### src/rtl/pipeline_hazard_ctrl_if.sv
// Hazard-control bundle between the pipeline datapath and the stall/flush sequencer.
// The master side is the datapath; the slave side is the sequencer.
interface pipeline_hazard_ctrl_if #(
  parameter int CNT_W = 32
);
  logic [4:0]       id_rs1;
  logic [4:0]       id_rs2;
  logic             id_uses_rs2;
  logic             ex_mem_read;
  logic [4:0]       ex_rd;
  logic             mem_branch_taken;
  logic [63:0]      mem_branch_target;
  logic             mem_busy;
  logic             pc_write;
  logic             ifid_write;
  logic             ifid_flush;
  logic             idex_write;
  logic             idex_bubble;
  logic             exmem_write;
  logic             exmem_flush;
  logic             pc_redirect;
  logic [63:0]      redirect_target;
  logic [CNT_W-1:0] stall_cnt;
  logic [CNT_W-1:0] flush_cnt;

  modport master (
    output id_rs1, id_rs2, id_uses_rs2, ex_mem_read, ex_rd,
           mem_branch_taken, mem_branch_target, mem_busy,
    input  pc_write, ifid_write, ifid_flush, idex_write, idex_bubble,
           exmem_write, exmem_flush, pc_redirect, redirect_target,
           stall_cnt, flush_cnt
  );

  modport slave (
    input  id_rs1, id_rs2, id_uses_rs2, ex_mem_read, ex_rd,
           mem_branch_taken, mem_branch_target, mem_busy,
    output pc_write, ifid_write, ifid_flush, idex_write, idex_bubble,
           exmem_write, exmem_flush, pc_redirect, redirect_target,
           stall_cnt, flush_cnt
  );
endinterface

### src/rtl/pipeline_hazard_ctrl.sv
// Stall/flush sequencer for the 5-stage pipeline: boot flush, load-use stalls,
// memory-wait freeze with deferred branch redirect, and saturating perf counters.
module pipeline_hazard_ctrl #(
  parameter int BOOT_CYCLES = 2,
  parameter int CNT_W       = 32
) (
  input logic                 clk,
  input logic                 reset,
  pipeline_hazard_ctrl_if.slave hz
);

  localparam int BW = (BOOT_CYCLES > 1) ? $clog2(BOOT_CYCLES) : 1;
  localparam logic [BW-1:0] BOOT_LAST = BW'(BOOT_CYCLES - 1);

  typedef enum logic [1:0] {
    ST_BOOT     = 2'd0,
    ST_RUN      = 2'd1,
    ST_MEM_WAIT = 2'd2
  } state_t;

  state_t           state_q, state_d;
  logic [BW-1:0]    boot_cnt_q, boot_cnt_d;
  logic             pend_q, pend_d;
  logic [63:0]      pend_tgt_q, pend_tgt_d;
  logic [CNT_W-1:0] stall_cnt_q, stall_cnt_d;
  logic [CNT_W-1:0] flush_cnt_q, flush_cnt_d;

  logic        load_use_s;
  logic        pc_write_s, ifid_write_s, ifid_flush_s;
  logic        idex_write_s, idex_bubble_s;
  logic        exmem_write_s, exmem_flush_s;
  logic        pc_redirect_s;
  logic [63:0] redirect_target_s;

  function automatic logic [CNT_W-1:0] sat_inc(input logic [CNT_W-1:0] v, input logic en);
    if (en && (v != {CNT_W{1'b1}})) begin
      return v + CNT_W'(1);
    end else begin
      return v;
    end
  endfunction

  // Load-use hazard between the ID/EX load and the IF/ID consumer
  always_comb begin
    load_use_s = hz.ex_mem_read && (hz.ex_rd != 5'd0) &&
                 ((hz.ex_rd == hz.id_rs1) || (hz.id_uses_rs2 && (hz.ex_rd == hz.id_rs2)));
  end

  // Next-state and Mealy control outputs
  always_comb begin
    state_d           = state_q;
    boot_cnt_d        = boot_cnt_q;
    pend_d            = pend_q;
    pend_tgt_d        = pend_tgt_q;
    pc_write_s        = 1'b1;
    ifid_write_s      = 1'b1;
    ifid_flush_s      = 1'b0;
    idex_write_s      = 1'b1;
    idex_bubble_s     = 1'b0;
    exmem_write_s     = 1'b1;
    exmem_flush_s     = 1'b0;
    pc_redirect_s     = 1'b0;
    redirect_target_s = 64'd0;

    case (state_q)
      ST_BOOT: begin
        pc_write_s    = 1'b0;
        ifid_flush_s  = 1'b1;
        idex_bubble_s = 1'b1;
        exmem_flush_s = 1'b1;
        if (boot_cnt_q == BOOT_LAST) begin
          state_d = ST_RUN;
        end else begin
          boot_cnt_d = boot_cnt_q + BW'(1);
        end
      end

      ST_RUN, ST_MEM_WAIT: begin
        if (hz.mem_busy) begin
          pc_write_s    = 1'b0;
          ifid_write_s  = 1'b0;
          idex_write_s  = 1'b0;
          exmem_write_s = 1'b0;
          state_d       = ST_MEM_WAIT;
          if (hz.mem_branch_taken) begin
            pend_d     = 1'b1;
            pend_tgt_d = hz.mem_branch_target;
          end else begin
            pend_d     = pend_q;
          end
        end else begin
          state_d = ST_RUN;
          // A redirect captured during the freeze takes precedence on the first free cycle
          if (pend_q) begin
            pc_redirect_s     = 1'b1;
            redirect_target_s = pend_tgt_q;
            ifid_flush_s      = 1'b1;
            idex_bubble_s     = 1'b1;
            exmem_flush_s     = 1'b1;
            pend_d            = 1'b0;
          end else if (hz.mem_branch_taken) begin
            pc_redirect_s     = 1'b1;
            redirect_target_s = hz.mem_branch_target;
            ifid_flush_s      = 1'b1;
            idex_bubble_s     = 1'b1;
            exmem_flush_s     = 1'b1;
          end else if (load_use_s) begin
            pc_write_s    = 1'b0;
            ifid_write_s  = 1'b0;
            idex_bubble_s = 1'b1;
          end else begin
            pc_write_s    = 1'b1;
          end
        end
      end

      default: begin
        state_d    = ST_BOOT;
        boot_cnt_d = '0;
        pend_d     = 1'b0;
      end
    endcase

    stall_cnt_d = sat_inc(stall_cnt_q, (state_q != ST_BOOT) && !pc_write_s);
    flush_cnt_d = sat_inc(flush_cnt_q, pc_redirect_s);
  end

  // State, pending redirect and counter registers
  always_ff @(posedge clk or posedge reset) begin
    if (reset) begin
      state_q     <= ST_BOOT;
      boot_cnt_q  <= '0;
      pend_q      <= 1'b0;
      pend_tgt_q  <= 64'd0;
      stall_cnt_q <= '0;
      flush_cnt_q <= '0;
    end else begin
      state_q     <= state_d;
      boot_cnt_q  <= boot_cnt_d;
      pend_q      <= pend_d;
      pend_tgt_q  <= pend_tgt_d;
      stall_cnt_q <= stall_cnt_d;
      flush_cnt_q <= flush_cnt_d;
    end
  end

  assign hz.pc_write        = pc_write_s;
  assign hz.ifid_write      = ifid_write_s;
  assign hz.ifid_flush      = ifid_flush_s;
  assign hz.idex_write      = idex_write_s;
  assign hz.idex_bubble     = idex_bubble_s;
  assign hz.exmem_write     = exmem_write_s;
  assign hz.exmem_flush     = exmem_flush_s;
  assign hz.pc_redirect     = pc_redirect_s;
  assign hz.redirect_target = redirect_target_s;
  assign hz.stall_cnt       = stall_cnt_q;
  assign hz.flush_cnt       = flush_cnt_q;

endmodule

### src/flat_wrapper.sv
// flat-port wrapper written by rule: the top's interface ports become plain ports
module pipeline_hazard_ctrl_flat 
#(
  parameter int BOOT_CYCLES = 2,
  parameter int CNT_W       = 32
)
  (clk, reset, hz_id_rs1, hz_id_rs2, hz_id_uses_rs2, hz_ex_mem_read, hz_ex_rd, hz_mem_branch_taken, hz_mem_branch_target, hz_mem_busy, hz_pc_write, hz_ifid_write, hz_ifid_flush, hz_idex_write, hz_idex_bubble, hz_exmem_write, hz_exmem_flush, hz_pc_redirect, hz_redirect_target, hz_stall_cnt, hz_flush_cnt);
  pipeline_hazard_ctrl_if #(.CNT_W(CNT_W)) hz_i ();
  input logic clk;
  input logic reset;
  input wire logic [$bits(hz_i.id_rs1)-1:0] hz_id_rs1;
  input wire logic [$bits(hz_i.id_rs2)-1:0] hz_id_rs2;
  input wire logic [$bits(hz_i.id_uses_rs2)-1:0] hz_id_uses_rs2;
  input wire logic [$bits(hz_i.ex_mem_read)-1:0] hz_ex_mem_read;
  input wire logic [$bits(hz_i.ex_rd)-1:0] hz_ex_rd;
  input wire logic [$bits(hz_i.mem_branch_taken)-1:0] hz_mem_branch_taken;
  input wire logic [$bits(hz_i.mem_branch_target)-1:0] hz_mem_branch_target;
  input wire logic [$bits(hz_i.mem_busy)-1:0] hz_mem_busy;
  output wire logic [$bits(hz_i.pc_write)-1:0] hz_pc_write;
  output wire logic [$bits(hz_i.ifid_write)-1:0] hz_ifid_write;
  output wire logic [$bits(hz_i.ifid_flush)-1:0] hz_ifid_flush;
  output wire logic [$bits(hz_i.idex_write)-1:0] hz_idex_write;
  output wire logic [$bits(hz_i.idex_bubble)-1:0] hz_idex_bubble;
  output wire logic [$bits(hz_i.exmem_write)-1:0] hz_exmem_write;
  output wire logic [$bits(hz_i.exmem_flush)-1:0] hz_exmem_flush;
  output wire logic [$bits(hz_i.pc_redirect)-1:0] hz_pc_redirect;
  output wire logic [$bits(hz_i.redirect_target)-1:0] hz_redirect_target;
  output wire logic [$bits(hz_i.stall_cnt)-1:0] hz_stall_cnt;
  output wire logic [$bits(hz_i.flush_cnt)-1:0] hz_flush_cnt;
  assign hz_i.id_rs1 = hz_id_rs1;
  assign hz_i.id_rs2 = hz_id_rs2;
  assign hz_i.id_uses_rs2 = hz_id_uses_rs2;
  assign hz_i.ex_mem_read = hz_ex_mem_read;
  assign hz_i.ex_rd = hz_ex_rd;
  assign hz_i.mem_branch_taken = hz_mem_branch_taken;
  assign hz_i.mem_branch_target = hz_mem_branch_target;
  assign hz_i.mem_busy = hz_mem_busy;
  assign hz_pc_write = hz_i.pc_write;
  assign hz_ifid_write = hz_i.ifid_write;
  assign hz_ifid_flush = hz_i.ifid_flush;
  assign hz_idex_write = hz_i.idex_write;
  assign hz_idex_bubble = hz_i.idex_bubble;
  assign hz_exmem_write = hz_i.exmem_write;
  assign hz_exmem_flush = hz_i.exmem_flush;
  assign hz_pc_redirect = hz_i.pc_redirect;
  assign hz_redirect_target = hz_i.redirect_target;
  assign hz_stall_cnt = hz_i.stall_cnt;
  assign hz_flush_cnt = hz_i.flush_cnt;
  pipeline_hazard_ctrl #(.BOOT_CYCLES(BOOT_CYCLES), .CNT_W(CNT_W)) u_core (.clk(clk), .reset(reset), .hz(hz_i));
endmodule
### config.mk
export PLATFORM = sky130hd
export DESIGN_NAME = pipeline_hazard_ctrl_flat
export DESIGN_NICKNAME = d
export VERILOG_FILES = /design/src/rtl/pipeline_hazard_ctrl_if.sv /design/src/rtl/pipeline_hazard_ctrl.sv /design/src/flat_wrapper.sv
export SDC_FILE = /design/constraint.sdc
export NUM_CORES = 1
export LEC_CHECK = 0
export BUFFER_PORTS_ARGS = -buffer_cell sky130_fd_sc_hd__buf_2
export CAP_MARGIN = 20
export CORE_MARGIN = 10
export CORE_UTILIZATION = 38
export DETAILED_ROUTE_END_ITERATION = 8
export PLACE_DENSITY = 0.66
export SETUP_SLACK_MARGIN = 0.15
export SKIP_CTS_REPAIR_TIMING = 1
export SLEW_MARGIN = 40
export SYNTH_ARGS = -nofsm -noshare
export SYNTH_HDL_FRONTEND = slang
export SYNTH_SLANG_ARGS = --single-unit
export TNS_END_PERCENT = 30
### constraint.sdc
create_clock -name clk -period 6.3 [get_ports clk]
set_clock_uncertainty 0.2 [all_clocks]
set_input_delay 0.945 -clock clk [delete_from_list [all_inputs] [get_ports clk]]
set_output_delay 0.945 -clock clk [all_outputs]
set_load 0.005 [all_outputs]
[Word-level counts from Yosys, hierarchy flattened]
Cells that the tools add are included.
Operators by class
  add/sub/neg operators: 3
  equal/unequal tests: 8
  multiplexer cells: 30
  bitwise logic cells: 1
  reduce and logical (&&, ||, !) cells: 14
Operators by type and width (number)
  $mux 64: 4
  $add 32x1->32 const B: 2
  $ne 32x32->1 const B: 2
  $mux 1: 18
  $eq 5x5->1: 2
  $pmux 1 s2: 5
  $logic_and 1x1->1: 6
  $reduce_bool 5->1: 1
  $mux 2: 2
  $pmux 2 s2: 1
  $ne 3x3->1 const B: 1
  $reduce_and 3->1: 1
  $eq 2x1->1 const B: 1
  $eq 2x2->1 const B: 1
  $logic_not 2->1: 1
  $ne 2x1->1 const B: 1
  $reduce_and 2->1: 1
  $reduce_bool 2->1: 1
  $reduce_or 2->1: 1
  $add 1x1->1 const B: 1
  $logic_not 1->1: 1
  $logic_or 1x1->1: 1
  $not 1->1: 1
Storage, ports and cells
  flip-flop bits (word level): 132
  input port bits: 85
  output and inout port bits: 136
  word-level logic and storage cells: 62

[Longest topological paths before layout]
Gate-level depths: netlist (run 1).
  depth after elaboration: 12
  depth in mapped cells: 10
  gate-level depth less buffers: 9

[Least setup slack after synthesis (run 1)]
OpenSTA, ideal clock, no wires.
  kind: input-to-output
  from: in hz_ex_rd[3]
  to: out hz_idex_bubble
  arrival time: 2.101 ns
  required time: 5.155 ns
  slack: 3.054 ns
  stages: 5
  buffers on the path: 0
  path through: xor2_1 > nor4_1 > a32oi_1 > or4_1 > o21ai_0
Between the ends
  cells in the longest elaborated chain, start to end: 9
  elaborated cells between the ends (all ways): 12
  classes of those cells: 2 x eq/ne; 5 x mux; 5 x reduce/logical
RTL lines
  from (decl): line flat_wrapper.sv:15  | input wire logic [$bits(hz_i.ex_rd)-1:0] hz_ex_rd;
  $eq 5x5->1: line pipeline_hazard_ctrl.sv:46  | ((hz.ex_rd == hz.id_rs1) || (hz.id_uses_rs2 && (hz.ex_rd == hz.id_rs2)));
  $logic_and 1x1->1: line pipeline_hazard_ctrl.sv:46
  $logic_or 1x1->1: line pipeline_hazard_ctrl.sv:46
  $logic_and 1x1->1 (*): line pipeline_hazard_ctrl.sv:45  | load_use_s = hz.ex_mem_read && (hz.ex_rd != 5'd0) &&
  $mux 1 (*): line pipeline_hazard_ctrl.sv:107  | end else if (load_use_s) begin
  $mux 1 (*): line pipeline_hazard_ctrl.sv:101  | end else if (hz.mem_branch_taken) begin
  $mux 1 (*): line pipeline_hazard_ctrl.sv:94  | if (pend_q) begin
  $mux 1 (*): line pipeline_hazard_ctrl.sv:79  | if (hz.mem_busy) begin
  $pmux 1 s2 (*): line pipeline_hazard_ctrl.sv:65  | case (state_q)
  to (decl): line flat_wrapper.sv:23  | output wire logic [$bits(hz_i.idex_bubble)-1:0] hz_idex_bubble;
Mark *: on every way between the ends. The rest lies on a longest branch, timed or not.

[Worst setup path in the final report (run 1)]
  from: in hz_ex_rd[3]
  to: out hz_pc_write
Between the ends
  cells in the longest elaborated chain, start to end: 9
  elaborated cells between the ends (all ways): 12
  classes of those cells: 2 x eq/ne; 5 x mux; 5 x reduce/logical
RTL lines
  $eq 5x5->1: line pipeline_hazard_ctrl.sv:46
  $logic_and 1x1->1: line pipeline_hazard_ctrl.sv:46
  $logic_or 1x1->1: line pipeline_hazard_ctrl.sv:46
  $logic_and 1x1->1 (*): line pipeline_hazard_ctrl.sv:45
  $mux 1 (*): line pipeline_hazard_ctrl.sv:107
  $mux 1 (*): line pipeline_hazard_ctrl.sv:101
  $mux 1 (*): line pipeline_hazard_ctrl.sv:94
  $mux 1 (*): line pipeline_hazard_ctrl.sv:79
  $pmux 1 s2 (*): line pipeline_hazard_ctrl.sv:65
  to (decl): line flat_wrapper.sv:19  | output wire logic [$bits(hz_i.pc_write)-1:0] hz_pc_write;
Marked as above.

==> results of run 1 <==
## power breakdown
group,total (mW),switching (mW),internal [mW]
sequential,1.27,0.164,1.10
clock,1.12,0.377,0.742
combinational,0.985,0.509,0.476
## path summary, 6_finish.rpt
path	endpoint	slack [ns]	cells past startpoint
setup reg to reg	u_core.hz.flush_cnt[30]$_DFFE_PP0P_	3.60	9
max in group asynchronous	u_core.pend_tgt_q[63]$_DFFE_PP0P_	4.51	3
hold / removal	u_core.hz.flush_cnt[30]$_DFFE_PP0P_	0.29	1
min in group asynchronous	u_core.hz.stall_cnt[7]$_DFFE_PP0P_	0.43	2
hold reg to reg	u_core.hz.flush_cnt[30]$_DFFE_PP0P_	0.29	1
setup / recovery	hz_pc_write	2.39	8
## synthesized netlist by cell type, types with 7 or more instances
library cell / instances
a22oi_1: 38
and3_1: 7
nand3_1: 20
nand2_1: 69
clkbuf_1: 27
a21oi_1: 28
xor2_1: 27
nor2_1: 122
nand4_1: 21
dfrtp_1: 132
xnor2_1: 44
mux2_2: 65
## final cells by class
class / count / share of cell area, %
Antenna cell: 2 / 0.0582
Clock buffer: 19 / 5.03
Clock inverter: 13 / 2.69
Inverter: 6 / 0.320
Multi-Input combinational cell: 491 / 36.9
Sequential cell: 132 / 38.4
Tap cell: 225 / 3.27
Timing Repair Buffer: 226 / 13.3
## per-stage QoR
step	power [mW]	util, %	area, sq um
2_1_floorplan	1.94	-	6640
3_3_place_gp	2.25	46.0	7930
3_5_place_dp	2.28	46.0	7940
4_1_cts	3.42	49.9	8600
5_1_grt	3.59	49.9	8600
6_report	3.37	49.9	8610
## sequential cells by signal, indices dropped and copies added, names as in the netlist
| signal | count |
|---|---|
| u_core.hz.flush_cnt | 32 |
| u_core.pend_q | 1 |
| u_core.pend_tgt_q | 64 |
| u_core.boot_cnt_q | 1 |
| u_core.state_q | 2 |
| u_core.hz.stall_cnt | 32 |
## layout by cell type, fill, tap and decap left out, types with 2 or more instances in the layout
cell | Yosys | routed
buf_2 | 2 | 220
dfrtp_1 | 132 | 131
nor2_1 | 122 | 122
nand2_1 | 69 | 69
mux2_2 | 65 | 65
xnor2_1 | 44 | 44
a22oi_1 | 38 | 38
a21oi_1 | 28 | 28
xor2_1 | 27 | 27
nand4_1 | 21 | 21
nand3_1 | 20 | 19
clkbuf_16 | 0 | 17
and3_1 | 7 | 7
and4_1 | 6 | 6
bufinv_16 | 0 | 6
buf_4 | 2 | 6
inv_1 | 6 | 5
nor3_1 | 5 | 5
nor4_1 | 4 | 4
ha_1 | 4 | 4
o21ai_0 | 3 | 3
o21a_1 | 3 | 3
clkinv_4 | 0 | 3
diode_2 | 0 | 2
or4_1 | 2 | 2
o21bai_1 | 2 | 2
o31ai_1 | 2 | 2
and2_1 | 2 | 2
clkbuf_1 | 27 | 2
clkinv_2 | 0 | 2
clkinvlp_4 | 0 | 2
## routing by layer
metal,wire length [um],up-vias,track usage (%)
li1,-,2711,-
met1,8300,2691,20.2
met2,8440,179,24.0
met3,1590,13,5.96
met4,206,0,4.81
met5,0,-,0
## cell families (layout without fill, tap and decap cells)
| group | after synthesis | in the layout | share of synthesized area, % |
|---|---|---|---|
| simple gates | 269 | 269 | 18.3 |
| xor+xnor | 72 | 72 | 9.62 |
| other cells | 0 | 2 | 0 |
| fa+ha+maj | 4 | 4 | 0.754 |
| buf+inv | 41 | 264 | 2.49 |
| flops | 132 | 132 | 49.8 |
| mux | 65 | 65 | 11.0 |
| compound gates | 81 | 81 | 8.07 |
==> impl_metrics.ini, run 1 <==
[route]
viasPerCell = 5.02
firstDrtPassIters = 4
ant_nets = 0
vias = 5594
routedWlPerCell_um = 16.6
drc_errors = 0
drt_iter0_drc = 265
wl_mm = 18.5

[pwr]
max-vdd-ir-drop_uv = 191
leakagePower_nw = 4.24
pwr_density_cell_mw_per_mm2 = 392

[sta]
worst_slack_ns = 2.39
setup_viol = 0
drv_slew = 0
worst_slew_pin_slew_ns = 0.840
fin_crit_ns = 3.91
fmax_mhz = 256
rsz0062_at_grt = false
hold_viol_final = 0
hold-worst-slack_ns = 0.292
fin_crit_sh_pct = 62.0
tns_ns = 0
slew_headroom_pct = 44.0

[grt]
grtUsageTotal_pct = 15.7
overflow = 0
grt_pass1_vias = 5555
grt_max_degree = 71
antenna_found_initial = 2
grt_pass1_wl_mm = 30.2

[yosys]
synth_top_area_share_pct = 49.8
synth_area_sq_mm = 0.00664
yosys_warnings = 0
ys_seq_area_share_pct = 49.8
async_flop_share_pct = 100
synth_cell_types = 42
syn_nets = 753
yosys.area.top_type = dfrtp_1
synth-edff-count = 0
synth_seq_cells = 132
netlist_instances = 664
avgSynthCellArea_sq_um = 9.99
synth_ff_type = dfrtp_1
synthTopCellsByArea = dfrtp_1 50%, mux2_2 11%, nor2_1 6.9%

[flow_run]
drv_cap = 0

[clock_network]
clock_sinks = 132
cts-buffers-inserted = 17
cts_max_level = 4
clockRootBuffer = clkbuf_16
clockBufferDepth = 2
cts_tree = done
clkTransAtPathRegs_ns = 0.06
clock_latency_ns = 0.41

[layout]
fillers = 1611
final_cells = 1114
nNetsFinal = 963
regArea_sq_mm = 0.00330
area_growth_pct = 29.7
drive_gt1_share_pct = 37.5
multiInputGateArea_sq_mm = 0.00318

[setup_path]
cpPeakStageDelay_ns = 0.44
cpMaxStageDelayCell = nor4_1
end_kind = primary output
startpoint = hz_ex_rd[3]
timing.rr.start = u_core.state_q[0]$_DFFE_PP0P_
crit_family = simple AND/OR/NAND/NOR gates
cp-start-kind = primary input
crit_chain = buf_2 -> xor2_1 -> nor4_1 -> a32oi_1 -> nor4_1 -> o21ai_0 -> o21a_1 -> buf_2
path_class = primary input to primary output
arrival_ns = 2.76
crit_buf_inv = 2
cp.required_ns = 5.15
worstPathMaxFanout = 3

[placed_design]
gp_congestion = 0.782
pre_cts_slack_ns = 2.42
dp_hpwl_mm = 13.5
io_buffers = 220
place_inst = 1080

[floorplanning]
core_sq_mm = 0.0172
die-area_sq_mm = 0.0231
fp.dieW_um = 152
die_y_um = 152
start_util_pct = 38.5
rows = 48
io_pins = 221

[hold_path]
worstHoldStart = u_core.hz.flush_cnt[30]$_DFFE_PP0P_
hold_class = flop to flop

[status]
status = complete, no violations
Power figures use the tool's default switching activity.
==> run 2: changes to the inputs <==
- ABC_AREA: default -> 1
- PLACE_DENSITY: 0.66 -> 0.64
- clock period: 6.3 -> 3.8 ns (I/O delays scaled with it)
==> run 2 against run 1 <==
The run now ends with negative hold slack left. Global-route usage rose by 1.7 points. Critical path depth is 1 higher. Via count increased by 34%. Cell count rose by 34%. First-iteration DRC count grew 81%. Worst setup slack got worse by 1.7 ns. Hold slack got worse by 0.30 ns. Non-clock buffer count rose by 4. Count of clock-buffer cells in the layout shrank 1. Area after synthesis is 21% higher. Synthesized cell count grew 50%. Critical endpoint is now hz_idex_bubble.
==> impl_metrics.ini, run 2 <==
[status]
status = finished, violations left
violations = negative hold slack

[sta]
fmax_mhz = 318
fin_crit_ns = 3.15
rsz0062_at_grt = false
setup_viol = 0
drv_slew = 0
hold-worst-slack_ns = -0.00986
tns_ns = 0
worst_slack_ns = 0.654
worst_slew_pin_slew_ns = 0.739
fin_crit_sh_pct = 82.8
slew_headroom_pct = 50.7
hold_viol_final = 11

[yosys]
syn_nets = 1086
synth_ff_type = dfrtp_1
synth_area_sq_mm = 0.00801
avgSynthCellArea_sq_um = 8.04
synth-edff-count = 0
synth.most_common_cell = nand2_1
yosys_warnings = 0
synthXorXnorAreaFrac_pct = 4.26
synth-simple-area-share_pct = 30.8
synth_top_family_by_area = simple AND/OR/NAND/NOR gates
synth_cell_types = 39
netlist_instances = 997
synthTopCellsByArea = dfrtp_1 41%, nand2_1 13%, mux2_2 9.0%
yosys.area.top_type = dfrtp_1
ys_seq_area_share_pct = 41.2
synth_seq_cells = 132
synth_mux_area_share_pct = 8.99
synth_commonest_cells = 287 x nand2_1, 139 x nor2_1, 132 x dfrtp_1, 64 x a22oi_1, 64 x mux2_2
synth_top_area_share_pct = 41.2
async_flop_share_pct = 100
synth_compound_area_share_pct = 7.79
synthAdderAreaFrac_pct = 0.625

[setup_path]
r2r-end = u_core.hz.stall_cnt[13]$_DFFE_PP0P_
setup.worst_path.end = hz_idex_bubble
end_kind = primary output
reg2reg_depth = 11
cp-start-kind = flop
r2r_setup_slack_ns = 1.19
timing.rr.start = u_core.hz.stall_cnt[0]$_DFFE_PP0P_
path_class = flop to primary output
startpoint = u_core.state_q[1]$_DFFE_PP0P_
arrival_ns = 2.38
worstPathMaxFanout = 5
cp.required_ns = 3.03

[layout]
final_common_cell = nand2_1
final_cell_mix = 286 x nand2_1, 220 x buf_2, 138 x nor2_1
area_growth_pct = 23.7
regMostFlops = u_core.pend_tgt_q
largest_reg_flops = 64
final_cells = 1494
drive_gt1_share_pct = 30.7
nNetsFinal = 1293

[route]
ant_nets = 0
viasPerCell = 5.03
routedWlPerCell_um = 16.4
vias = 7514
drt_iter0_drc = 479
wl_mm = 24.5
firstDrtPassIters = 5
drc_errors = 0

[grt]
antenna_found_initial = 1
grt_pass1_wl_mm = 38.5
overflow = 0
grtUsageTotal_pct = 17.4
grt_max_degree = 66
grt_pass1_vias = 7472

[placed_design]
gp_congestion = 0.905
pre_cts_slack_ns = 1.07
io_buffers = 220
dp_hpwl_mm = 18.0
place_inst = 1460

[pwr]
leakagePower_nw = 5.05
power.total_mw = 5.87
max-vdd-ir-drop_uv = 344
pwr_density_cell_mw_per_mm2 = 592

[clock_network]
clock_sinks = 132
clock_latency_ns = 0.42
cts_tree = done
cts_max_level = 4
clockBufferDepth = 2
cts-buffers-inserted = 17
clkTransAtPathRegs_ns = 0.07
clockRootBuffer = clkbuf_16

[flow_run]
drv_cap = 0

[floorplanning]
die_y_um = 165
fp.dieW_um = 165
die-area_sq_mm = 0.0273
core_sq_mm = 0.0209
start_util_pct = 38.4
rows = 53
io_pins = 221

[hold_path]
hold_class = primary input to asynchronous set/reset pin
run 2: worst min-delay path by stage:
| stage | from | endpoint | slack (ns) |
|---|---|---|---|
| floorplan | u_core.boot_cnt_q$_DFFE_PP0P_ | u_core.boot_cnt_q$_DFFE_PP0P_ | 0.25 |
| global placement | u_core.boot_cnt_q$_DFFE_PP0P_ | u_core.boot_cnt_q$_DFFE_PP0P_ | 0.27 |
| detailed placement | u_core.boot_cnt_q$_DFFE_PP0P_ | u_core.boot_cnt_q$_DFFE_PP0P_ | 0.27 |
| CTS | reset | u_core.pend_tgt_q[11]$_DFFE_PP0P_ | -0.005 |
| global route | reset | u_core.pend_tgt_q[13]$_DFFE_PP0P_ | 0.02 |
| finish | reset | u_core.pend_tgt_q[13]$_DFFE_PP0P_ | -0.01 |
run 2: where the power goes:
part	internal [mW]	switching (mW)
Clock	0.920	0.691
Combinational	0.896	1.23
Sequential	1.85	0.291
run 2: metrics by stage:
| stage | utilization [%] | area (sq um) |
|---|---|---|
| after CTS | 47.4 | 9910 |
| after global routing | 47.5 | 9910 |
| after detailed placement | 44.7 | 9340 |
| after global placement | 44.6 | 9310 |
| final | 47.5 | 9910 |
| after floorplan | - | 8020 |
run 2: final cells by class:
class / instances / area [sq um]
timing repair buffer: 230 / 1210
inverter: 69 / 268
multi-input combinational: 754 / 4210
tap: 275 / 344
clock buffer: 18 / 429
sequential: 132 / 3300
clock inverter: 14 / 139
antenna: 2 / 5.00
fill: 2087 / 11000
run 2: metal layers:
metal  track usage [%]  up-vias  share of wire, %
met5                 0        -                 0
met4              5.39        0               1.4
met3              3.57       19               5.7
met2              29.9      188                51
met1              21.5     3612                42
li1                  -     3695                 -
run 2: worst max-delay path: stages, from the launching register on:
cell	delay (ns)
dfrtp_1	0.35
inv_1	0.06
ha_1	0.32
inv_1	0.08
nor2_1	0.21
inv_2	0.08
nor2_4	0.22
nor2_1	0.09
o21ai_0	0.36
buf_2	0.20
run 2: cells by family after synthesis:
logic type	Yosys count
AOI/OAI and AO/OA	86
xor gates and xnor gates	39
adders and majority gates	4
buffers and inverters	111
DFF	132
muxes	64
and+or+nand+nor	561
==> run 3: changes to the inputs <==
- PLACE_DENSITY: 0.64 -> 0.66
- clock period: 3.8 -> 2.7 ns (I/O delays scaled with it)
==> run 3 against run 2 <==
The flow now finishes without violations. Non-clock buffer count rose by 9. Die area is the same. Count of clock-buffer cells in the layout is the same. Register-to-register slack worse by 0.82 ns. Sequential power is 42% higher.
==> impl_metrics.ini, run 3 (synthesis results as in run 2) <==
[status]
status = complete, no violations

[layout]
regArea_sq_mm = 0.00330
drive_gt1_share_pct = 32.2
final_cell_mix = 286 x nand2_1, 220 x buf_2, 131 x dfrtp_1
fillers = 2088
nNetsFinal = 1302
final_common_cell = nand2_1
regMostFlops = u_core.pend_tgt_q
fin_area_sq_mm = 0.0101
area_growth_pct = 26.4
multiInputGateArea_sq_mm = 0.00425
largest_reg_flops = 64
final_util_pct = 48.5

[sta]
worst_slew_pin_slew_ns = 0.411
hold-worst-slack_ns = 0.0243
slew_headroom_pct = 72.5
fin_crit_ns = 2.52
fmax_mhz = 397
tns_ns = 0
fin_crit_sh_pct = 93.2
rsz0062_at_grt = true
drv_slew = 0
setup_viol = 0
hold_viol_final = 0

[placed_design]
io_buffers = 220
gp_congestion = 0.906
dp_hpwl_mm = 18.0
place_area_sq_mm = 0.00940

[pwr]
max-vdd-ir-drop_uv = 428
leakagePower_nw = 5.14
pwr_density_cell_mw_per_mm2 = 859

[setup_path]
path_class = flop to primary output
r2r-end = u_core.hz.stall_cnt[6]$_DFFE_PP0P_
arrival_ns = 1.91
timing.rr.start = u_core.hz.stall_cnt[1]$_DFFE_PP0P_
worstPathMaxFanout = 4
cp.required_ns = 2.10
end_kind = primary output
reg2reg_depth = 11
cp-start-kind = flop
r2r_setup_slack_ns = 0.37

[hold_path]
min_to = u_core.pend_tgt_q[56]$_DFFE_PP0P_
hold_depth = 2
hold_class = primary input to flop
worstHoldStart = hz_mem_branch_target[56]

[grt]
overflow = 0
grt_use_met2_pct = 30.2
grt_pass1_vias = 7558
met3_usage_pct = 3.50
grtUsageTotal_pct = 17.4
met1_usage_pct = 21.0
antenna_found_initial = 1
grt_pass1_wl_mm = 38.3
grt_most_used_layer = met2
grt_max_degree = 65

[route]
drc_errors = 0
ant_nets = 0
firstDrtPassIters = 5
viasPerCell = 4.98
wl_mm = 25.0
vias = 7487
routedWlPerCell_um = 16.6
drt_iter0_drc = 401

[clock_network]
clock_sinks = 132
clkTransAtPathRegs_ns = 0.07
cts_tree = done
clockRootBuffer = clkbuf_16
clock_latency_ns = 0.42
cts-buffers-inserted = 17
cts_max_level = 4
clockBufferDepth = 2

[flow_run]
drv_cap = 0

[floorplanning]
die-area_sq_mm = 0.0273
core_sq_mm = 0.0209
io_pins = 221
start_util_pct = 38.4
fp.dieW_um = 165
rows = 53
die_y_um = 165
==> run 3: critical path: stages (launching register included) <==
cell     delay (ns)
dfrtp_1        0.37
inv_2          0.06
ha_4           0.27
inv_2          0.05
nor2_4         0.14
inv_4          0.08
nor2_4         0.16
nor2_2         0.06
o21ai_1        0.16
buf_2          0.14
==> run 3: stage by stage <==
stage	worst slack [ns]	std cells	power, mW
after floorplan	0.458	997	5.14
after global placement	0.432	1462	6.08
after detailed placement	0.368	1462	6.18
after CTS	-0.0837	1494	8.58
after global routing	0.0933	1502	9.27
final	0.183	1503	8.70
==> run 3: worst max path at each step <==
stage                                        from                       endpoint
floorplan                                   reset  u_core.boot_cnt_q$_DFFE_PP0P_
global placement    u_core.state_q[0]$_DFFE_PP0P_                 hz_idex_bubble
finish              u_core.state_q[1]$_DFFE_PP0P_                 hz_idex_bubble
detailed placement  u_core.state_q[1]$_DFFE_PP0P_                 hz_idex_bubble
CTS                 u_core.state_q[0]$_DFFE_PP0P_                 hz_idex_bubble
global route        u_core.state_q[0]$_DFFE_PP0P_                 hz_idex_bubble
==> run 3: routing by layer <==
| layer | wire length, um | up-vias |
|---|---|---|
| li1 | - | 3717 |
| met4 | 335 | 0 |
| met2 | 12800 | 181 |
| met3 | 1290 | 18 |
| met5 | 0 | - |
| met1 | 10600 | 3571 |
==> run 3: power breakdown <==
| group | switching [mW] | internal, mW | leakage, nW | total [mW] |
|---|---|---|---|---|
| Combinational | 1.82 | 1.48 | 3.17 | 3.30 |
| Clock | 0.983 | 1.39 | 0.282 | 2.37 |
| Sequential | 0.428 | 2.60 | 1.69 | 3.03 |
==> run 3: cell type report <==
| type | count | share of cell area (%) |
|---|---|---|
| well taps | 275 | 3.40 |
| flip-flops and latches | 132 | 32.6 |
| clock buffers | 18 | 4.24 |
| multi-input cells | 754 | 42.0 |
| clock inverters | 14 | 1.62 |
| repair buffers | 239 | 13.4 |
| inverters | 69 | 2.67 |
| diodes | 2 | 0.0494 |
